File: src/rtl/is_queue.sv
// is_queue: decode/issue stage with an instruction buffer between IF and REG/ROB.
//
// Fetched RV32I instructions are queued in a DEPTH-entry circular buffer.
// The head entry is decoded every cycle. It is loaded into the output register
// whenever that register is empty or its contents are being accepted. This means
// downstream back-pressure stalls the stream instead of dropping instructions.
//
// Ports:
//   clk, rst_n          clock, asynchronous active-low reset
//   en                  global ready; 0 freezes every register
//   flush               discards buffer contents and the output register
//   if_valid/if_ready   IF handshake; if_ins/if_bj/if_pc/if_pjt form the payload
//   iss_valid/iss_ready issue handshake toward REG/ROB
//   iss_rs1/rs2/rd      register fields; fields the format does not use are 0
//   iss_op              inner opcode (0 = invalid); iss_imm is the sign-extended immediate
//   iss_pc/iss_pjt      passed through from IF
//   iss_ils/iss_is/iss_bj  load-or-store / is-store / branch-jump flags
//   iss_illegal         unrecognised opcode or funct3
//   count               buffer occupancy (the output register is not counted)
module is_queue #(
    parameter int unsigned DEPTH = 4,
    parameter int unsigned XLEN  = 32,
    parameter int unsigned OP_W  = 5
) (
    input  logic                       clk,
    input  logic                       rst_n,
    input  logic                       en,
    input  logic                       flush,
    input  logic                       if_valid,
    input  logic [31:0]                if_ins,
    input  logic                       if_bj,
    input  logic [XLEN-1:0]            if_pc,
    input  logic [XLEN-1:0]            if_pjt,
    output logic                       if_ready,
    output logic                       iss_valid,
    input  logic                       iss_ready,
    output logic [4:0]                 iss_rs1,
    output logic [4:0]                 iss_rs2,
    output logic [4:0]                 iss_rd,
    output logic [OP_W-1:0]            iss_op,
    output logic [XLEN-1:0]            iss_imm,
    output logic [XLEN-1:0]            iss_pc,
    output logic [XLEN-1:0]            iss_pjt,
    output logic                       iss_ils,
    output logic                       iss_is,
    output logic                       iss_bj,
    output logic                       iss_illegal,
    output logic [$clog2(DEPTH+1)-1:0] count
);
    localparam int unsigned AW = (DEPTH > 1) ? $clog2(DEPTH) : 1;
    localparam int unsigned CW = $clog2(DEPTH + 1);

    logic [31:0]     mem_ins [DEPTH];
    logic            mem_bj  [DEPTH];
    logic [XLEN-1:0] mem_pc  [DEPTH];
    logic [XLEN-1:0] mem_pjt [DEPTH];

    logic [AW-1:0] wr_ptr, rd_ptr;
    logic          push, pop;

    logic [31:0]     h_ins;
    logic [2:0]      f3;
    logic [OP_W-1:0] d_op;
    logic [4:0]      d_rd, d_rs1, d_rs2;
    logic [31:0]     imm32;
    logic            d_ils, d_is, d_ill;

    assign if_ready = en & ~flush & (count != CW'(DEPTH));
    assign push     = if_valid & if_ready;
    assign pop      = en & ~flush & (count != '0) & (~iss_valid | iss_ready);

    assign h_ins = mem_ins[rd_ptr];
    assign f3    = h_ins[14:12];

    always_comb begin
        d_op  = '0;
        d_rd  = h_ins[11:7];
        d_rs1 = h_ins[19:15];
        d_rs2 = h_ins[24:20];
        imm32 = '0;
        d_ils = 1'b0;
        d_is  = 1'b0;
        d_ill = 1'b0;
        case (h_ins[6:0])
            7'b0110111, 7'b0010111: begin  // LUI / AUIPC
                d_op  = (h_ins[5]) ? OP_W'(1) : OP_W'(2);
                imm32 = {h_ins[31:12], 12'b0};
                d_rs1 = '0;
                d_rs2 = '0;
            end
            7'b1101111: begin  // JAL
                d_op  = OP_W'(3);
                imm32 = {{11{h_ins[31]}}, h_ins[31], h_ins[19:12], h_ins[20], h_ins[30:21], 1'b0};
                d_rs1 = '0;
                d_rs2 = '0;
            end
            7'b1100111: begin  // JALR
                d_op  = OP_W'(4);
                imm32 = {{20{h_ins[31]}}, h_ins[31:20]};
                d_rs2 = '0;
                d_ill = (f3 != 3'b000);
            end
            7'b1100011: begin  // branches
                imm32 = {{19{h_ins[31]}}, h_ins[31], h_ins[7], h_ins[30:25], h_ins[11:8], 1'b0};
                d_rd  = '0;
                case (f3)
                    3'b000:  d_op = OP_W'(5);
                    3'b001:  d_op = OP_W'(6);
                    3'b100:  d_op = OP_W'(7);
                    3'b101:  d_op = OP_W'(8);
                    3'b110:  d_op = OP_W'(9);
                    3'b111:  d_op = OP_W'(10);
                    default: d_ill = 1'b1;
                endcase
            end
            7'b0000011: begin  // loads
                imm32 = {{20{h_ins[31]}}, h_ins[31:20]};
                d_rs2 = '0;
                d_ils = 1'b1;
                case (f3)
                    3'b000:  d_op = OP_W'(1);
                    3'b001:  d_op = OP_W'(2);
                    3'b010:  d_op = OP_W'(3);
                    3'b100:  d_op = OP_W'(4);
                    3'b101:  d_op = OP_W'(5);
                    default: d_ill = 1'b1;
                endcase
            end
            7'b0100011: begin  // stores
                imm32 = {{20{h_ins[31]}}, h_ins[31:25], h_ins[11:7]};
                d_rd  = '0;
                d_ils = 1'b1;
                d_is  = 1'b1;
                case (f3)
                    3'b000:  d_op = OP_W'(6);
                    3'b001:  d_op = OP_W'(7);
                    3'b010:  d_op = OP_W'(8);
                    default: d_ill = 1'b1;
                endcase
            end
            7'b0010011: begin  // OP-IMM
                imm32 = {{20{h_ins[31]}}, h_ins[31:20]};
                d_rs2 = '0;
                case (f3)
                    3'b000:  d_op = OP_W'(11);
                    3'b001:  d_op = OP_W'(12);
                    3'b010:  d_op = OP_W'(13);
                    3'b011:  d_op = OP_W'(14);
                    3'b100:  d_op = OP_W'(15);
                    3'b101:  d_op = h_ins[30] ? OP_W'(17) : OP_W'(16);
                    3'b110:  d_op = OP_W'(18);
                    default: d_op = OP_W'(19);
                endcase
            end
            7'b0110011: begin  // OP (register-register)
                case (f3)
                    3'b000:  d_op = h_ins[30] ? OP_W'(21) : OP_W'(20);
                    3'b001:  d_op = OP_W'(22);
                    3'b010:  d_op = OP_W'(23);
                    3'b011:  d_op = OP_W'(24);
                    3'b100:  d_op = OP_W'(25);
                    3'b101:  d_op = h_ins[30] ? OP_W'(27) : OP_W'(26);
                    3'b110:  d_op = OP_W'(28);
                    default: d_op = OP_W'(29);
                endcase
            end
            default: d_ill = 1'b1;
        endcase
        // Illegal encodings still forward the raw register fields.
        if (d_ill) begin
            d_op  = '0;
            imm32 = '0;
            d_ils = 1'b0;
            d_is  = 1'b0;
            d_rd  = h_ins[11:7];
            d_rs1 = h_ins[19:15];
            d_rs2 = h_ins[24:20];
        end
    end

    // Storage has no reset; entries are only read once count says they are valid.
    always_ff @(posedge clk) begin
        if (push) begin
            mem_ins[wr_ptr] <= if_ins;
            mem_bj[wr_ptr]  <= if_bj;
            mem_pc[wr_ptr]  <= if_pc;
            mem_pjt[wr_ptr] <= if_pjt;
        end
    end

    always_ff @(posedge clk or negedge rst_n) begin
        if (!rst_n) begin
            wr_ptr      <= '0;
            rd_ptr      <= '0;
            count       <= '0;
            iss_valid   <= 1'b0;
            iss_op      <= '0;
            iss_rd      <= '0;
            iss_rs1     <= '0;
            iss_rs2     <= '0;
            iss_imm     <= '0;
            iss_pc      <= '0;
            iss_pjt     <= '0;
            iss_ils     <= 1'b0;
            iss_is      <= 1'b0;
            iss_bj      <= 1'b0;
            iss_illegal <= 1'b0;
        end else if (en) begin
            if (flush) begin
                wr_ptr    <= '0;
                rd_ptr    <= '0;
                count     <= '0;
                iss_valid <= 1'b0;
            end else begin
                if (push) wr_ptr <= wr_ptr + AW'(1);
                if (pop) begin
                    rd_ptr      <= rd_ptr + AW'(1);
                    iss_valid   <= 1'b1;
                    iss_op      <= d_op;
                    iss_rd      <= d_rd;
                    iss_rs1     <= d_rs1;
                    iss_rs2     <= d_rs2;
                    iss_imm     <= XLEN'($signed(imm32));
                    iss_pc      <= mem_pc[rd_ptr];
                    iss_pjt     <= mem_pjt[rd_ptr];
                    iss_ils     <= d_ils;
                    iss_is      <= d_is;
                    iss_bj      <= mem_bj[rd_ptr];
                    iss_illegal <= d_ill;
                end else if (iss_ready) begin
                    iss_valid <= 1'b0;
                end
                if (push && !pop)      count <= count + CW'(1);
                else if (!push && pop) count <= count - CW'(1);
            end
        end
    end
endmodule

File: config.mk
export PLATFORM = sky130hd
export DESIGN_NAME = is_queue
export DESIGN_NICKNAME = d
export VERILOG_FILES = /design/src/rtl/is_queue.sv
export SDC_FILE = /design/constraint.sdc
export NUM_CORES = 1
export LEC_CHECK = 0
export ABC_AREA = 1
export CELL_PAD_IN_SITES_DETAIL_PLACEMENT = 0
export CELL_PAD_IN_SITES_GLOBAL_PLACEMENT = 1
export CORE_ASPECT_RATIO = 0.6
export CORE_MARGIN = 2
export CORE_UTILIZATION = 45
export CTS_CLUSTER_DIAMETER = 100
export DETAILED_ROUTE_END_ITERATION = 12
export HOLD_SLACK_MARGIN = 0.1
export MAX_ROUTING_LAYER = met4
export PLACE_DENSITY_LB_ADDON = 0.25
export SLEW_MARGIN = 20
export SYNTH_ARGS = -nofsm -noshare
export SYNTH_HDL_FRONTEND = slang
export SYNTH_SLANG_ARGS = --single-unit
File: constraint.sdc
create_clock -name clk -period 6.2 [get_ports clk]
set_clock_uncertainty 0.05 [all_clocks]
set_input_delay 1.86 -clock clk [delete_from_list [all_inputs] [get_ports clk]]
set_output_delay 1.86 -clock clk [all_outputs]
set_load 0.005 [all_outputs]
==> run_results.csv <==
group,metric,value,unit
yosys,synth-compound-area-share,7.585,%
power,clkPwrFrac,27.9,%
final_layout,final_cell_mix,"482 x nand2_1, 388 x edfxtp_1, 226 x clkdlybuf4s50_1",
timing,post-route-period-util,82.83,%
clocking,root_buffer,"clkbuf_16",
worst_setup_path,critPathLaunch,"en",
floorplanning,fp-row-count,60,
yosys,ys_seq_area_share,71.98,%
worst_setup_path,arrival,3.23,ns
hold_path,min_path_type,"reg -> reg",
power,power_frac_seq,42.5,%
global_route,first_global_vias,13420,
detailed_routing,drc,0,
timing,setup_violations,0,
floorplanning,start_util,45.81,%
timing,max_slew.worst_pin.slew,1.058,ns
yosys,yosys.area.top_type_share,56.46,%
worst_setup_path,start_kind,"input pin",
yosys,syn-cell-area,20640,sq um
detailed_routing,drt_iter0_drc,1094,
worst_setup_path,r2r_slack,2.02,ns
yosys,syn_inst,1775,
worst_setup_path,critical_path_class,"in -> out",
yosys,synth_cell_types,36,
detailed_routing,routed_wl,50580,um
clocking,insertion_delay,0.59,ns
job,maxCapViolCount,0,
floorplanning,io_pins,228,
global_route,grtUsageTotal,22.15,%
floorplanning,dieArea,47640,sq um
worst_setup_path,cp.depth,4,
worst_setup_path,path_buf_inv,2,
floorplanning,core,45040,sq um
floorplanning,die_w,280.5,um
timing,hold_ws,0.4275,ns
power,p_total,10.33,mW
clocking,cts_setup_buffers,0,
placed_design,dp_hpwl,29190,um
yosys,synth-async-reset-ratio,24.81,%
yosys,synthTopCellsByArea,"edfxtp_1 56%, dfrtp_1 16%, nand2_1 8.8%, o21ai_0 4.2%, nor2_1 3.7%",
clocking,cts_hold_buf,0,
detailed_routing,ant_nets,0,
worst_setup_path,cp_slowest_cell,"clkdlybuf4s50_1",
worst_setup_path,path_common_cell,"clkdlybuf4s50_1",
worst_setup_path,rr_startpoint,"rd_ptr[1]",
yosys,post_synth.cell_area_avg,11.63,sq um
clocking,clock_path_buffers,3,
worst_setup_path,cp-end-kind,"output port",
worst_setup_path,worstPathMaxFanout,3,
power,power.switching,3.478,mW
power,power_frac_comb,29.6,%
power,p_leak,9.593,nW
clocking,cts_buffers,48,
clocking,path_clk_slew,0.06,ns
worst_setup_path,crit_path_cell_trace,"clkdlybuf4s50_1 > nand2_1 > a31oi_1 > clkdlybuf4s50_1",
detailed_routing,first_pass_iters,6,
hold_path,min_path_cells,2,
final_layout,final_layout_size_suffix_gt1_share,7.417,%
timing,slew_headroom,29.46,%
final_layout,syn2layout_area_growth,20.83,%
global_route,overflow,0,
yosys,ys_seq_elements,516,
hold_path,hp-start,"iss_pc[23]",
detailed_routing,wl_per_cell,19.39,um
timing,drv_slew,0,
clocking,cts_max_level,2,
yosys,synth_xor_area_share,0.08488,%
detailed_routing,routed-via-count,13680,
timing,rsz0062_at_grt,"no",
global_route,grt_max_degree,117,
placed_design,routabilityCongestion,0.8606,
clocking,cts_resized,0,
placed_design,portBuffers,227,
yosys,synth_adder_area_share,0.3395,%
global_route,grt_pass1_wl,78630,um
floorplanning,fp.dieH,169.9,um
worst_setup_path,required,4.29,ns
placed_design,place_inst,2510,
yosys,ys_warn_count,0,
clocking,cts_num_sinks,516,
final_layout,nNetsFinal,2079,
worst_setup_path,cp_slowest_stage_delay,0.56,ns
power,power.share.switching,33.66,%
timing,final_hold_viol_count,0,
worst_setup_path,reg2reg_depth,11,
power,power_density,414.4,nW/um^2
worst_setup_path,crit_family,"buffers and inverters",
timing,min_period,5.136,ns
global_route,antenna_found_initial,9,
yosys,ys.flop_type,"edfxtp_1",
yosys,synth_edf_count,388,
timing,fmax,194.7,MHz
final_layout,instances_no_fill,2608,
yosys,muxShareOfSynthArea,0,%
clocking,cts_tree,"yes",
timing,finalSetupTns,0,ns
final_layout,layout_commonest_cell,"nand2_1",
yosys,synth_top_family_by_area,"simple AND/OR/NAND/NOR gates",
detailed_routing,drt-vias-per-instance,5.244,
status,outcome,"complete, no violations",
power,ir_drop,0.2244,mV
power,intPower,6.855,mW
yosys,synth_fp_nets,1883,
yosys,yosys.area_share.simple,16.68,%
yosys,yosys.area.top_type,"edfxtp_1",
## power by group through the flow
stage	Combinational [mW]	Clock, mW	Sequential (mW)
4_1_cts	3.09	2.94	4.40
3_3_place_gp	3.02	0	4.47
2_1_floorplan	1.94	0	4.34
6_report	3.06	2.88	4.39
3_5_place_dp	3.08	0	4.46
5_1_grt	3.41	3.08	4.44
## area by class of cell
type	count	area, sq um
antenna	10	25.02
clock buffer	72	1393
clock inverter	16	133.9
fill	3775	20110
inverter	49	202.7
multi-input combinational	1114	5132
sequential	516	14860
tap	589	737.0
timing repair buffer	242	2449
## flip-flops by register name, indices dropped and copies added (netlist names), 3 cells and up
| register | count |
|---|---|
| count | 3 |
| iss_imm | 32 |
| iss_op | 5 |
| iss_pc | 32 |
| iss_pjt | 32 |
| iss_rd | 5 |
| iss_rs1 | 5 |
| iss_rs2 | 5 |
| mem_bj | 4 |
| mem_ins | 128 |
| mem_pc | 128 |
| mem_pjt | 128 |
## worst reg2reg max path, delay by kind of cell, from the launching register on
kind,cells,cell delay (ns)
DFF,1,0.86
buffers and inverters,2,1.15
and+or+nand+nor,9,2.02
## through the flow
stage                     cell area (sq um)  utilization [%]  worst slack [ns]
after CTS                             24910            55.30             1.070
after global routing                  24930            55.35             1.000
after floorplan                       20640                -           -0.9066
after detailed placement              23380            51.91             1.080
after global placement                23380            51.91             1.080
final                                 24930            55.36             1.064
## synth_stat cells (all sizes together), types with 2 or more instances
library cell / instances
dfrtp: 128
a21oi: 10
nand3: 102
clkbuf: 59
nor3: 4
inv: 49
a32oi: 4
nor2: 210
xor2: 2
edfxtp: 388
nand2: 499
ha: 4
o22ai: 82
o21ai: 187
buf: 37
nand4: 6
## path summary, 6_finish.rpt
check	to
worst max-delay path	if_ready
worst min-delay path	iss_pc[23]
worst max register to register	iss_rs2[2]
worst min register to register	iss_pc[23]
max in group asynchronous	iss_imm[9]
min in group asynchronous	count[1]
## layer usage
| metal | GRT usage [%] | vias up | routed length [um] |
|---|---|---|---|
| li1 | - | 6558 | - |
| met1 | 30.29 | 6767 | 23220 |
| met2 | 34.46 | 288 | 23710 |
| met3 | 4.434 | 63 | 2760 |
| met4 | 5.162 | 0 | 892 |
| met5 | - | - | 0 |
## cells by family (layout without fill, tap and decap cells)
| family | after synthesis | count (layout) |
|---|---|---|
| other cells | 0 | 10 |
| flops | 516 | 516 |
| compound gates | 286 | 286 |
| xor+xnor | 2 | 2 |
| simple gates | 821 | 821 |
| buf+inv | 145 | 379 |
| fa+ha+maj | 5 | 5 |
Power figures use the tool's default switching activity.
